### config.mk
export PLATFORM = sky130hd
export DESIGN_NAME = multdiv_issue_ctrl
export DESIGN_NICKNAME = d
export VERILOG_FILES = /design/src/rtl/multdiv_issue_ctrl_pkg.sv /design/src/rtl/multdiv_issue_ctrl_md_watchdog.sv /design/src/rtl/multdiv_issue_ctrl.sv
export SDC_FILE = /design/constraint.sdc
export NUM_CORES = 1
export LEC_CHECK = 0
export CAP_MARGIN = 20
export CORE_MARGIN = 4
export CORE_UTILIZATION = 30
export DETAILED_ROUTE_END_ITERATION = 10
export PLACE_DENSITY = 0.73
export SYNTH_ARGS = -nofsm -noshare
export SYNTH_HDL_FRONTEND = slang
export SYNTH_HIERARCHICAL = 1
export SYNTH_SLANG_ARGS = --single-unit
### constraint.sdc
create_clock -name clock -period 1.65 [get_ports clock]
set_input_delay 0.33 -clock clock [delete_from_list [all_inputs] [get_ports clock]]
set_output_delay 0.33 -clock clock [all_outputs]
set_load 0.02 [all_outputs]
### src/rtl/multdiv_issue_ctrl_pkg.sv
// Shared definitions for the execute-stage multiply/divide issue controller.
//   OP_MULT / OP_DIV : ALU opcodes routed to the multdiv path
//   md_state_e       : sequencer state encoding (IDLE, START, WAIT, DONE)
package multdiv_issue_ctrl_pkg;

   localparam logic [4:0] OP_MULT = 5'd6;
   localparam logic [4:0] OP_DIV  = 5'd7;

   typedef enum logic [1:0] {
      S_IDLE  = 2'd0,
      S_START = 2'd1,
      S_WAIT  = 2'd2,
      S_DONE  = 2'd3
   } md_state_e;

   // True for the two opcodes this block sequences.
   function automatic logic is_md_op(input logic [4:0] op);
      return (op == OP_MULT) || (op == OP_DIV);
   endfunction

endpackage

### src/rtl/multdiv_issue_ctrl_md_watchdog.sv
// Watchdog counter bounding the wait for the multdiv result.
//   clk_i  : clock, rising edge
//   rst_ni : asynchronous active-low reset
//   clr_i  : synchronous clear (has priority over en_i)
//   en_i   : count up by one this cycle
//   tc_o   : terminal count, high while the count equals TIMEOUT-1
// CNT_W must be wide enough that TIMEOUT-1 is representable.
module md_watchdog #(
   parameter int TIMEOUT = 40,
   parameter int CNT_W   = 6
) (
   input  logic clk_i,
   input  logic rst_ni,
   input  logic clr_i,
   input  logic en_i,
   output logic tc_o
);

   logic [CNT_W-1:0] cnt_q;
   logic [CNT_W-1:0] cnt_d;

   // Next count: clear wins over increment.
   always_comb begin
      cnt_d = cnt_q;
      if (clr_i) begin
         cnt_d = {CNT_W{1'b0}};
      end else if (en_i) begin
         cnt_d = cnt_q + {{(CNT_W-1){1'b0}}, 1'b1};
      end else begin
         cnt_d = cnt_q;
      end
   end

   // Count register.
   always_ff @(posedge clk_i or negedge rst_ni) begin
      if (!rst_ni) begin
         cnt_q <= {CNT_W{1'b0}};
      end else begin
         cnt_q <= cnt_d;
      end
   end

   assign tc_o = (cnt_q == CNT_W'(TIMEOUT - 1));

endmodule

### src/rtl/multdiv_issue_ctrl.sv
// Execute-stage sequencer for the ALU multiply/divide path.
// Captures a mult/div instruction, pulses a one-cycle start, stalls the
// pipeline until the unit reports ready (or the watchdog expires), then
// presents result/exception/rd for one cycle with result_valid.
//   clock, reset            : rising-edge clock, async active-low reset
//   valid_in, opcode_in,
//   operandA_in/B_in, rd_in : instruction currently in execute
//   flush                   : squash the in-flight op
//   md_result/exception/ready : multdiv unit response
//   hold_operandA/B, hold_opcode : frozen operands/opcode to the ALU
//   md_start_mult/div       : one-cycle start pulses
//   stall                   : freeze PC, F/D and D/X
//   result_valid, result, exception, rd_out : completion to X/M latch
module multdiv_issue_ctrl
   import multdiv_issue_ctrl_pkg::*;
#(
   parameter int TIMEOUT = 40,
   parameter int CNT_W   = 6
) (
   input  logic        clock,
   input  logic        reset,
   input  logic        valid_in,
   input  logic [4:0]  opcode_in,
   input  logic [31:0] operandA_in,
   input  logic [31:0] operandB_in,
   input  logic [4:0]  rd_in,
   input  logic        flush,
   input  logic [31:0] md_result,
   input  logic        md_exception,
   input  logic        md_ready,
   output logic [31:0] hold_operandA,
   output logic [31:0] hold_operandB,
   output logic [4:0]  hold_opcode,
   output logic        md_start_mult,
   output logic        md_start_div,
   output logic        stall,
   output logic        result_valid,
   output logic [31:0] result,
   output logic        exception,
   output logic [4:0]  rd_out
);

   md_state_e   state_q;
   md_state_e   state_d;

   logic [31:0] hold_a_q;
   logic [31:0] hold_b_q;
   logic [4:0]  hold_op_q;
   logic [4:0]  hold_rd_q;
   logic        start_mult_q;
   logic        start_div_q;
   logic        result_valid_q;
   logic [31:0] result_q;
   logic        exception_q;
   logic [4:0]  rd_out_q;

   logic        accept_s;
   logic        complete_s;
   logic        wd_clr_s;
   logic        wd_en_s;
   logic        wd_tc_s;

   assign accept_s   = (state_q == S_IDLE) && valid_in && is_md_op(opcode_in) && !flush;
   // A flush in WAIT squashes the op even if ready arrives in the same cycle.
   assign complete_s = (state_q == S_WAIT) && !flush && (md_ready || wd_tc_s);

   // The counter only runs in WAIT; any other state or a flush clears it.
   assign wd_en_s  = (state_q == S_WAIT);
   assign wd_clr_s = (state_q != S_WAIT) || flush;

   md_watchdog #(
      .TIMEOUT (TIMEOUT),
      .CNT_W   (CNT_W)
   ) u_watchdog (
      .clk_i  (clock),
      .rst_ni (reset),
      .clr_i  (wd_clr_s),
      .en_i   (wd_en_s),
      .tc_o   (wd_tc_s)
   );

   // Next-state logic. Ready seen in START is stale and deliberately ignored.
   always_comb begin
      state_d = state_q;
      case (state_q)
         S_IDLE: begin
            if (accept_s) state_d = S_START;
            else          state_d = S_IDLE;
         end
         S_START: begin
            if (flush) state_d = S_IDLE;
            else       state_d = S_WAIT;
         end
         S_WAIT: begin
            if (flush)           state_d = S_IDLE;
            else if (complete_s) state_d = S_DONE;
            else                 state_d = S_WAIT;
         end
         S_DONE: begin
            state_d = S_IDLE;
         end
         default: begin
            state_d = S_IDLE;
         end
      endcase
   end

   // State register.
   always_ff @(posedge clock or negedge reset) begin
      if (!reset) begin
         state_q <= S_IDLE;
      end else begin
         state_q <= state_d;
      end
   end

   // Operand/opcode/rd capture; start pulses are registered so they
   // coincide exactly with the START cycle.
   always_ff @(posedge clock or negedge reset) begin
      if (!reset) begin
         hold_a_q     <= 32'd0;
         hold_b_q     <= 32'd0;
         hold_op_q    <= 5'd0;
         hold_rd_q    <= 5'd0;
         start_mult_q <= 1'b0;
         start_div_q  <= 1'b0;
      end else begin
         start_mult_q <= accept_s && (opcode_in == OP_MULT);
         start_div_q  <= accept_s && (opcode_in == OP_DIV);
         if (accept_s) begin
            hold_a_q  <= operandA_in;
            hold_b_q  <= operandB_in;
            hold_op_q <= opcode_in;
            hold_rd_q <= rd_in;
         end
      end
   end

   // Completion registers; a watchdog expiry reports result 0 with exception.
   always_ff @(posedge clock or negedge reset) begin
      if (!reset) begin
         result_valid_q <= 1'b0;
         result_q       <= 32'd0;
         exception_q    <= 1'b0;
         rd_out_q       <= 5'd0;
      end else begin
         result_valid_q <= complete_s;
         if (complete_s) begin
            result_q    <= md_ready ? md_result : 32'd0;
            exception_q <= md_ready ? md_exception : 1'b1;
            rd_out_q    <= hold_rd_q;
         end
      end
   end

   assign stall         = accept_s || (state_q == S_START) || (state_q == S_WAIT);
   assign hold_operandA = hold_a_q;
   assign hold_operandB = hold_b_q;
   assign hold_opcode   = hold_op_q;
   assign md_start_mult = start_mult_q;
   assign md_start_div  = start_div_q;
   assign result_valid  = result_valid_q;
   assign result        = result_q;
   assign exception     = exception_q;
   assign rd_out        = rd_out_q;

endmodule

==> run_results.csv <==
group,metric,value,unit
status,status,"finished with violations",
status,violations,"setup timing",
power,p_leak,4.13,nW
sta,worstMarginPinSlew,0.264,ns
detailed_routing,vias,3448,
place,finalWeightedCongestion,0.731,
place,dp_hpwl,9460,um
layout,final_layout_size_suffix_gt1_frac,0.268,
power,p_total,10.3,mW
clock_network,cts_tree,"built",
worst_setup_path,path_max_fanout,7,
detailed_routing,wl_per_cell,17.9,um
yosys,synth.net_count,403,
layout,stdcell_count,779,
global_routing,grt_pass1_wl,19900,um
detailed_routing,drcViolationCount,0,
sta,hold_viol_final,0,
power,comb_power_share,0.241,
place,dp_cells,735,
sta,layout_min_cycle_time,1.86,ns
worst_setup_path,reg2reg_slack,-0.21,ns
sta,post-route-period-util,1.12,
detailed_routing,drtIter0Drc,131,
power,power_density,1240,mW/mm^2
worst_setup_path,endpoint,"hold_rd_q[4]",
yosys,yosysSeqAreaShare,0.623,
power,p_seq_frac,0.374,
sta,fmax,539,MHz
layout,num_antenna_cells,0,
layout,fin_nets,665,
worst_setup_path,worst_ep_arrival_time,2.14,ns
global_routing,grtUsageTotal,0.139,
worst_setup_path,cp.required,1.93,ns
detailed_routing,dr.pass1.iters,6,
clock_network,cts.clk_slew.worst_paths,0.05,ns
layout,area_growth,68.2,%
yosys,avgSynthCellArea,17.0,um^2
power,peakVddDrop,0.676,mV
layout,postLayoutCoreUtil,0.519,
sta,layout_setup_ws,-0.205,ns
floorplanning,core_area,0.0160,mm^2
yosys,synth_area_leaders,"dfrtp_1 62%, mux2_4 21%, a22o_1 5.7%",
yosys,syn_area,0.00494,mm^2
worst_setup_path,end_kind,"register",
yosys,yosys.area.top_type,"dfrtp_1",
floorplanning,ios,223,
yosys,synth_common_cells,"123 x dfrtp_1, 69 x mux2_4, 32 x a22o_1, 8 x buf_12, 8 x nor2_1",
worst_hold_path,hold_class,"input pin to register",
global_routing,overflow,0,
detailed_routing,wirelength,14000,um
floorplanning,initial_core_util,0.309,
floorplanning,die_w,136,um
floorplanning,die_h,136,um
clock_network,clk_latency,0.41,ns
clock_network,h-tree-depth,4,
yosys,ys_seq_elements,123,
clock_network,cts_sinks,123,
sta,skew,0.00767,ns
worst_setup_path,crit_start,"state_q[1]",
yosys,synthArstFlopShare,1.00,
clock_network,cts_buffers,17,
sta,fin_setup_tns,-10.11,ns
yosys,synth_top_cell_area_share,0.623,
power,p_sw,2.74,mW
worst_setup_path,critPathKind,"register to register",
detailed_routing,via_per_inst,4.43,
power,p_sw_frac,0.266,
sta,setup_viol,89,
yosys,synthMostInstantiatedCell,"dfrtp_1",
place,io_buffers,222,
worst_setup_path,reg2reg_to,"hold_rd_q[4]",
yosys,synth-main-ff-cell,"dfrtp_1",
sta,rsz0062_at_grt,"true",
worst_setup_path,reg2reg_from,"state_q[1]",
worst_setup_path,ff2ff_path_depth,5,
global_routing,grt_pass1_vias,3712,
yosys,synth_edf_count,0,
global_routing,antenna_found_initial,0,
global_routing,grt_max_degree,47,
run,cap_violations,0,
yosys,syn-instance-count,290,
floorplanning,fp-row-count,46,
yosys,synthDistinctLibCells,29,
sta,slew_headroom,0.824,
power,internal_power,7.54,mW
yosys,yosysWarnings,6,
floorplanning,die_area,0.0186,mm^2
power,clkPwrFrac,0.385,
sta,drv_slew,0,
clock_network,clockRootBuffer,"clkbuf_16",
clock_network,cts_max_path_buffers,2,
worst_setup_path,critPathLaunchType,"register",
detailed_routing,ant_nets,0,
[cell usage in the layout (no fill, tap or decap), types with 4 or more instances in the layout]
cell and count:
a22o_1 32, buf_4 12, buf_6 12, dfrtp_1 123, mux2_4 74, buf_12 9, dlygate4sd2_1 110, clkdlybuf4s50_1 108
clkbuf_8 4, clkbuf_16 21, and2_1 4, nor2_1 7, bufinv_16 4
[cell type report]
type,instances,area (um^2)
flip-flops and latches,123,3080
clock inverters,7,138
fillers,1359,7700
clock buffers,23,488
multi-input cells,148,1720
well taps,216,270
repair buffers,259,2600
inverters,3,11.3
[how the worst min path moves through the flow]
stage | from | to | slack, ns | cells past startpoint
after detailed placement | reset | hold_operandB[21] | 0.23 | 1
after floorplan | reset | exception | 0.03 | 0
final | flush | state_q[1] | 0.26 | 2
after CTS | reset | hold_operandB[17] | 0.33 | 2
after global routing | flush | state_q[1] | 0.28 | 2
after global placement | reset | hold_operandB[10] | 0.22 | 1
[power groups by stage]
stage                     Combinational [mW]  Clock [mW]  Sequential (mW)
after floorplan                        0.677           0             4.50
after global placement                  2.79           0             3.89
after detailed placement                2.83           0             3.90
after CTS                               2.49        4.05             3.85
after global routing                    2.62        4.20             3.91
final                                   2.48        3.96             3.85
[per-stage QoR]
stage / setup WS, ns / instance area, um^2 / hold WS (ns)
2_1_floorplan: 0.00927 / 4940 / 0.0344
3_3_place_gp: -0.698 / 7510 / 0.224
3_5_place_dp: -0.671 / 7510 / 0.227
4_1_cts: -0.190 / 8050 / 0.335
5_1_grt: -0.255 / 8300 / 0.283
6_report: -0.205 / 8300 / 0.264
[metal layers]
layer	GRT usage	wire, um
met5	0	0
met2	0.232	6940
met4	0.0386	99
met3	0.0585	1130
met1	0.165	5800
[kinds of logic (layout without fill, tap and decap cells)]
| family | count (synthesis) | after routing | share of synthesized area |
|---|---|---|---|
| flops | 123 | 123 | 0.623 |
| mux | 76 | 76 | 0.225 |
| compound gates | 36 | 36 | 0.0616 |
| simple gates | 29 | 30 | 0.0352 |
| buf+inv | 20 | 292 | 0.0431 |
| xor+xnor | 5 | 5 | 0.00887 |
| fa+ha+maj | 1 | 1 | 0.00253 |
[flip-flops by register name, summed over array words and instances, names as in the netlist]
name and cells:
md_start_div 1, result_valid 1, exception 1, rd_out 5, hold_operandB 32, hold_operandA 32
md_start_mult 1, u_watchdog/cnt_q 6, result 32, hold_rd_q 5, hold_opcode 5, state_q 2
[timing repair]
item	4_1_cts	5_1_grt
gates cloned	0	7
pin swaps	4	30
gates resized for setup	121	20
endpoints found under the hold margin	13	0
hold buffers	1	0
endpoints found under the setup margin	184	84
buffers inserted	3	4
[worst max-delay path: stages (launching register included)]
cell       delay (ns)
dfrtp_1          0.41
nor4_4           0.26
buf_4            0.18
and4_4           0.37
clkbuf_16        0.21
mux2_4           0.30
No activity file was read; power rests on OpenSTA's default activity.
